==> src/rtl/rr_arb_mux2.sv <==
// rr_arb_mux2: two-source round-robin arbiter with burst limit feeding a
// registered 2:1 data mux. One output register stage on a valid/ready channel.
module rr_arb_mux2 #(
  parameter int WIDTH = 8,
  parameter int BURST = 1
) (
  input  logic             clk,
  input  logic             reset,
  input  logic             inA_valid,
  input  logic [WIDTH-1:0] inA,
  output logic             inA_ready,
  input  logic             inB_valid,
  input  logic [WIDTH-1:0] inB,
  output logic             inB_ready,
  output logic             sel,
  output logic             out_valid,
  output logic [WIDTH-1:0] out,
  output logic             out_src,
  input  logic             out_ready
);
  localparam int CW = (BURST < 1) ? 1 : $clog2(BURST + 1);
  localparam logic [CW-1:0] CMAX = CW'(BURST);
  localparam logic [CW-1:0] CONE = CW'(1);

  // Held output beat
  typedef struct packed {
    logic             vld;
    logic             src;
    logic [WIDTH-1:0] data;
  } beat_t;

  beat_t         held;
  logic          owner;
  logic [CW-1:0] cnt;
  logic          g;
  logic          load_en;
  logic          any_v;
  logic          take;

  // Grant select: contention honours owner until its burst is used up;
  // a lone requester always wins regardless of the burst count.
  always_comb begin
    g = owner;
    if (inA_valid && inB_valid) g = (cnt < CMAX) ? owner : ~owner;
    else if (inA_valid)         g = 1'b0;
    else if (inB_valid)         g = 1'b1;
  end

  assign load_en   = ~held.vld | out_ready;
  assign any_v     = inA_valid | inB_valid;
  // Readys are forced low while reset is held so nothing is consumed.
  assign take      = load_en & any_v & ~reset;
  assign inA_ready = take & ~g & inA_valid;
  assign inB_ready = take &  g & inB_valid;
  assign sel       = g;

  assign out_valid = held.vld;
  assign out       = held.data;
  assign out_src   = held.src;

  // Output register plus owner/burst-count tracking
  always_ff @(posedge clk or posedge reset) begin
    if (reset) begin
      held  <= '0;
      owner <= 1'b0;
      cnt   <= '0;
    end else if (load_en) begin
      if (any_v) begin
        held.vld  <= 1'b1;
        held.src  <= g;
        held.data <= g ? inB : inA;
        if (g == owner) begin
          if (cnt != CMAX) cnt <= cnt + CONE;
        end else begin
          owner <= g;
          cnt   <= CONE;
        end
      end else begin
        // Drained with nothing new: data/src keep their last value.
        held.vld <= 1'b0;
      end
    end
  end
endmodule

==> config.mk <==
export PLATFORM = sky130hd
export DESIGN_NAME = rr_arb_mux2
export DESIGN_NICKNAME = d
export VERILOG_FILES = /design/src/rtl/rr_arb_mux2.sv
export SDC_FILE = /design/constraint.sdc
export NUM_CORES = 1
export LEC_CHECK = 0
export ABC_AREA = 1
export BUFFER_PORTS_ARGS = -buffer_cell sky130_fd_sc_hd__buf_2
export CAP_MARGIN = 20
export CORE_MARGIN = 3
export CORE_UTILIZATION = 40
export DETAILED_ROUTE_END_ITERATION = 6
export PLACE_DENSITY = 0.73
export RECOVER_POWER = 25
export SLEW_MARGIN = 0
export SYNTH_ARGS = -nofsm -noshare
export SYNTH_HDL_FRONTEND = slang
export SYNTH_SLANG_ARGS = --single-unit
==> constraint.sdc <==
create_clock -name clk -period 1.1 [get_ports clk]
set_clock_uncertainty 0.2 [all_clocks]
set_input_delay 0.165 -clock clk [delete_from_list [all_inputs] [get_ports clk]]
set_output_delay 0.165 -clock clk [all_outputs]
set_load 0.02 [all_outputs]
==> flow_summary.ini, run 1 <==
[run_status]
status = complete, but fails checks
violations = hold timing, setup timing

[global_routing]
grt_max_degree = 13
antenna_found_initial = 0
grt_overflow_total = 0
grt_pass1_vias = 874
grt_util_all_layers = 0.228
grt_pass1_wl_mm = 4.01

[yosys]
synth.distinct_cells = 15
syn_area_um2 = 718
syn-num-nets = 120
synth_warnings = 0
ys_ff_latch = 12
syn_inst = 99
syn_area_per_cell_um2 = 7.25
ys_seq_area_frac = 0.418

[timing]
max_freq_mhz = 613
setup_violations = 24
max_slew_margin = 0.782
whs_ns = -0.0257
worst_slew_pin_slew_ns = 0.327
fin_crit_ns = 1.63
setup_ws_ns = -0.532
layout_worst_path_cycle_share = 1.48
rsz0062_at_grt = true
hold_viol = 1
drv_slew = 0

[layout]
fillers = 96
fin_util = 0.846
finalNetCount = 186
finalNonFillerCells = 188
area_delta_synth_final_pct = 87.8
drive_gt1_frac = 0.524
antennaDiodeCount = 0

[routing]
route.met3.wl_um = 100
wl_mm = 2.60
viasPerCell = 4.68
drt_iter0_drc = 10
antenna_left = 0
avgRoutedWirePerCell_um = 13.8
drcViolationCount = 0
wl_met1_mm = 1.11
top_layer_used = met4
routed-wl-met2_mm = 1.33
drtPass1Iterations = 4
num_vias = 879

[power_and_ir_drop]
p_total_mw = 1.82
power.leakage_nw = 0.773
power_density_nw_per_um2 = 1350
ir_drop_mv = 1.17

[clocking]
cts_tree = built
clock_sinks = 12
clock_latency_ns = 0.28
clk_pin_slew_ns = 0.07
clockRootBuffer = clkbuf_4
clock_path_buffers = 2
cts-buffers-inserted = 3
htree_levels = 1

[critical_path]
worst_r2r_path_depth = 9
end_kind = output port
cp-start-kind = flop
crit_arrival_ns = 1.27
cp_max_fo = 2
cp.required_ns = 0.73
crit_type = reg -> out

[min_path]
hold_class = in -> reg
hold_depth = 3

[die]
rows = 14
start_util = 0.451
chipHeight_um = 48.4
ios = 34
core_um2 = 1590
dieArea_um2 = 2340
die_x_um = 48.4

[place]
dp_hpwl_mm = 1.51
io_buffers = 33
routabilityCongestion = 0.742
dp.cells = 165

[job]
drv_cap = 0
==> kinds of logic (layout without fill, tap and decap cells) <==
logic type,Yosys count,count (layout),share of synthesized area
AND/OR/NAND/NOR,60,60,0.409
buffers and inverters,23,88,0.131
flip-flops,12,12,0.418
AO/OA/AOI/OAI,4,4,0.0418
==> flip-flops by register name (all words and copies together) (netlist names) <==
signal	flops
out	8
cnt	1
out_src	1
owner	1
out_valid	1
==> Yosys cell counts <==
master / count / share of area
nand2_4: 2 / 0.031
buf_6: 1 / 0.016
o21bai_2: 1 / 0.016
dfrtp_1: 12 / 0.42
inv_1: 20 / 0.10
nand2_1: 27 / 0.14
nor2_2: 2 / 0.017
nand3_1: 24 / 0.17
nor2_1: 1 / 0.0052
o21ai_0: 2 / 0.014
inv_2: 2 / 0.010
nor2_4: 1 / 0.016
nand3_2: 1 / 0.014
a21oi_2: 1 / 0.012
nand2_2: 2 / 0.017
==> power breakdown <==
| part | internal (mW) | switching, mW | total [mW] | leakage, nW |
|---|---|---|---|---|
| sequential | 0.516 | 0.0560 | 0.572 | 0.140 |
| combinational | 0.453 | 0.440 | 0.893 | 0.612 |
| clock | 0.202 | 0.156 | 0.358 | 0.0210 |
| total | 1.17 | 0.652 | 1.82 | 0.773 |
==> layout by cell type (no fill, tap or decap), types with 3 or more instances in the layout <==
cell / count
dlygate4sd3_1: 5
nand2_2: 4
inv_2: 3
nand2_1: 23
buf_4: 16
inv_1: 18
dfrtp_1: 11
nand2_4: 4
nand3_1: 19
buf_2: 21
clkbuf_4: 3
buf_6: 19
nand3_2: 5
==> layer usage <==
layer,global-route usage,vias up
met5,0,-
met4,0.109,0
met3,0.0460,5
met2,0.383,29
met1,0.278,409
li1,-,436
==> worst paths after layout <==
| check | slack, ns | endpoint | from |
|---|---|---|---|
| max in group asynchronous | 0.07 | out_valid | reset |
| min reg2reg | 0.31 | out[0] | out[0] |
| min in group asynchronous | 0.35 | out[1] | reset |
| max | -0.53 | inB_ready | out_valid |
| max reg2reg | -0.45 | out[6] | cnt |
| min | -0.03 | out_valid | inB_valid |
==> final cells by class <==
type / count / area (µm²) / share of cell area
well taps: 24 / 30.0 / 0.0223
multi-input cells: 64 / 399 / 0.296
inverters: 22 / 87.6 / 0.0649
flip-flops and latches: 12 / 302 / 0.224
clock buffers: 4 / 36.3 / 0.0269
repair buffers: 62 / 494 / 0.366
==> metrics by stage <==
stage | worst slack [ns] | cell area (µm²) | setup TNS, ns
global placement | -0.239 | 1020 | -2.69
CTS | -0.537 | 1260 | -5.53
detailed placement | -0.289 | 1020 | -3.25
global route | -0.601 | 1350 | -7.92
floorplan | -0.300 | 757 | -1.61
finish | -0.532 | 1350 | -6.60
==> worst max-delay path, stage by stage, from the launching register on <==
cell and delay (ns):
dfrtp_2 0.41, inv_2 0.06, nor2_2 0.05, nor2_4 0.12, nand2_4 0.08, a21oi_4 0.13, buf_6 0.13
==> what timing repair did <==
item,in CTS,in global routing
hold endpoints to repair,15,2
buffers inserted,8,8
hold buffers,4,1
gates resized for setup,37,6
endpoints found under the setup margin,24,24
pin swaps,10,8
No activity file was read; power rests on OpenSTA's default activity.
==> run 2: changes to the inputs <==
--- a/config.mk
+++ b/config.mk
@@ -8,12 +8,14 @@
 export ABC_AREA = 1
 export BUFFER_PORTS_ARGS = -buffer_cell sky130_fd_sc_hd__buf_2
 export CAP_MARGIN = 20
+export CELL_PAD_IN_SITES_DETAIL_PLACEMENT = 2
+export CELL_PAD_IN_SITES_GLOBAL_PLACEMENT = 2
 export CORE_MARGIN = 3
-export CORE_UTILIZATION = 40
+export CORE_UTILIZATION = 20
 export DETAILED_ROUTE_END_ITERATION = 6
-export PLACE_DENSITY = 0.73
+export PLACE_DENSITY_LB_ADDON = 0.1
 export RECOVER_POWER = 25
-export SLEW_MARGIN = 0
+export SLEW_MARGIN = 20
 export SYNTH_ARGS = -nofsm -noshare
 export SYNTH_HDL_FRONTEND = slang
 export SYNTH_SLANG_ARGS = --single-unit
==> run 2 against run 1 <==
The run ends with setup timing left. Cell area increased by 30%. Clock power increased by 13%. Via count increased by 19%. Count of clock-buffer cells in the layout unchanged. Register-to-register slack got worse by 0.05 ns. Final cell count increased by 23%. Sequential cell count unchanged. Die area increased by 86%. Critical path type unchanged.
==> flow_summary.ini, run 2 (same netlist as run 1, synthesis figures left out) <==
[die]
rows = 21
ios = 34
chipHeight_um = 65.9
die_x_um = 65.9
core_um2 = 3390
start_util = 0.212
dieArea_um2 = 4350

[critical_path]
crit_type = reg -> out
cp-start-kind = flop
crit_slowest_cell = dfrtp_1
cp_common_cell = nand2_2
path_cells = inv_2, nand2_2, nand2_2, nand2_4, a21oi_4, buf_6
end_kind = output port
cp_max_fo = 3
cp.required_ns = 0.73
crit_arrival_ns = 1.31
slowest_delay_ns = 0.41

[power_and_ir_drop]
power.leakage_nw = 0.931
p_total_mw = 2.15
power_density_nw_per_um2 = 1230
ir_drop_mv = 0.532

[layout]
largest_reg_flops = 8
finalNonFillerCells = 232
layout_common_cells = buf_4 (24), nand2_1 (21), buf_2 (20), buf_6 (20)
drive_gt1_frac = 0.629
area_delta_synth_final_pct = 144
layout_commonest_cell = buf_4
antennaDiodeCount = 0
final_cell_area_um2 = 1750
finalNetCount = 208

[clocking]
clockRootBuffer = clkbuf_4
clock_path_buffers = 2
clk_pin_slew_ns = 0.10
cts-buffers-inserted = 3
htree_levels = 1
clock_latency_ns = 0.29
clock_sinks = 12
cts_tree = built

[timing]
worst_slew_pin_slew_ns = 0.373
rsz0062_at_grt = true
layout_worst_path_cycle_share = 1.52
setup_ws_ns = -0.576
max_slew_margin = 0.751
hold_viol = 0
drv_slew = 0
fin_crit_ns = 1.68
max_freq_mhz = 597
setup_tns_ns = -8.03
setup_violations = 24

[place]
routabilityCongestion = 0.728
dp.cells = 190
io_buffers = 33
dp_hpwl_mm = 2.09
postPlaceCellArea_um2 = 1080

[global_routing]
grt_overflow_total = 0
antenna_found_initial = 0
grt_pass1_vias = 1202
grt_util_all_layers = 0.193
grt_pass1_wl_mm = 6.11
grt_max_degree = 13

[routing]
drtPass1Iterations = 4
wl_mm = 4.94
avgRoutedWirePerCell_um = 21.3
drt_iter0_drc = 37
viasPerCell = 4.51
antenna_left = 0
num_vias = 1047
drcViolationCount = 0

[run_status]
violations = setup timing
status = complete, but fails checks

[job]
drv_cap = 0

[min_path]
hold_class = in -> reg
run 2: final cells by class:
class / instances / area [µm²]
clock buffers: 4 / 36.3
fillers: 351 / 1640
well taps: 46 / 57.6
repair buffers: 83 / 721
repair inverters: 1 / 11.3
inverters: 22 / 90.1
flip-flops and latches: 12 / 302
multi-input cells: 64 / 534
run 2: metrics by stage:
stage | setup WS (ns) | utilization | hold WS [ns]
final | -0.576 | 0.517 | 0.0183
after global routing | -0.641 | 0.517 | 0.0413
after CTS | -0.545 | 0.468 | 0.00772
after detailed placement | -0.278 | 0.318 | 0.0628
after global placement | -0.242 | 0.318 | 0.0676
after floorplan | -0.300 | - | -0.139
run 2: final timing paths:
path | start | end | slack [ns] | cells after the start
worst max-delay path | cnt | inB_ready | -0.58 | 6
worst min-delay path | inA[0] | out[0] | 0.02 | 5
worst max register to register | cnt | out[2] | -0.50 | 10
worst min register to register | out[3] | out[3] | 0.33 | 2
max in group asynchronous | reset | out_valid | 0.03 | 4
min in group asynchronous | reset | out[0] | 0.38 | 4
run 2: report_power, final:
part / leakage, nW / switching (mW) / internal, mW
Combinational: 0.770 / 0.593 / 0.563
Clock: 0.0210 / 0.204 / 0.202
Sequential: 0.140 / 0.0690 / 0.516
run 2: critical path: cells and delay by family (launching register included):
kind	cells	cell delay, ns
flip-flops	1	0.41
AND/OR/NAND/NOR	3	0.25
buffers and inverters	2	0.23
AO/OA/AOI/OAI	1	0.14
run 2: layer usage:
layer | share of wire | up-vias | GRT usage
met5 | 0 | - | 0
met1 | 0.41 | 541 | 0.218
met2 | 0.56 | 22 | 0.362
met4 | 0.0028 | 0 | 0.0674
li1 | - | 482 | -
met3 | 0.023 | 2 | 0.0289
run 2: repair_timing:
action,CTS,global route
pin swaps,12,9
endpoints found under the setup margin,24,24
endpoints found under the hold margin,21,0
gates cloned,1,0
hold buffers,15,0
setup buffers,15,8
resized for setup,57,20
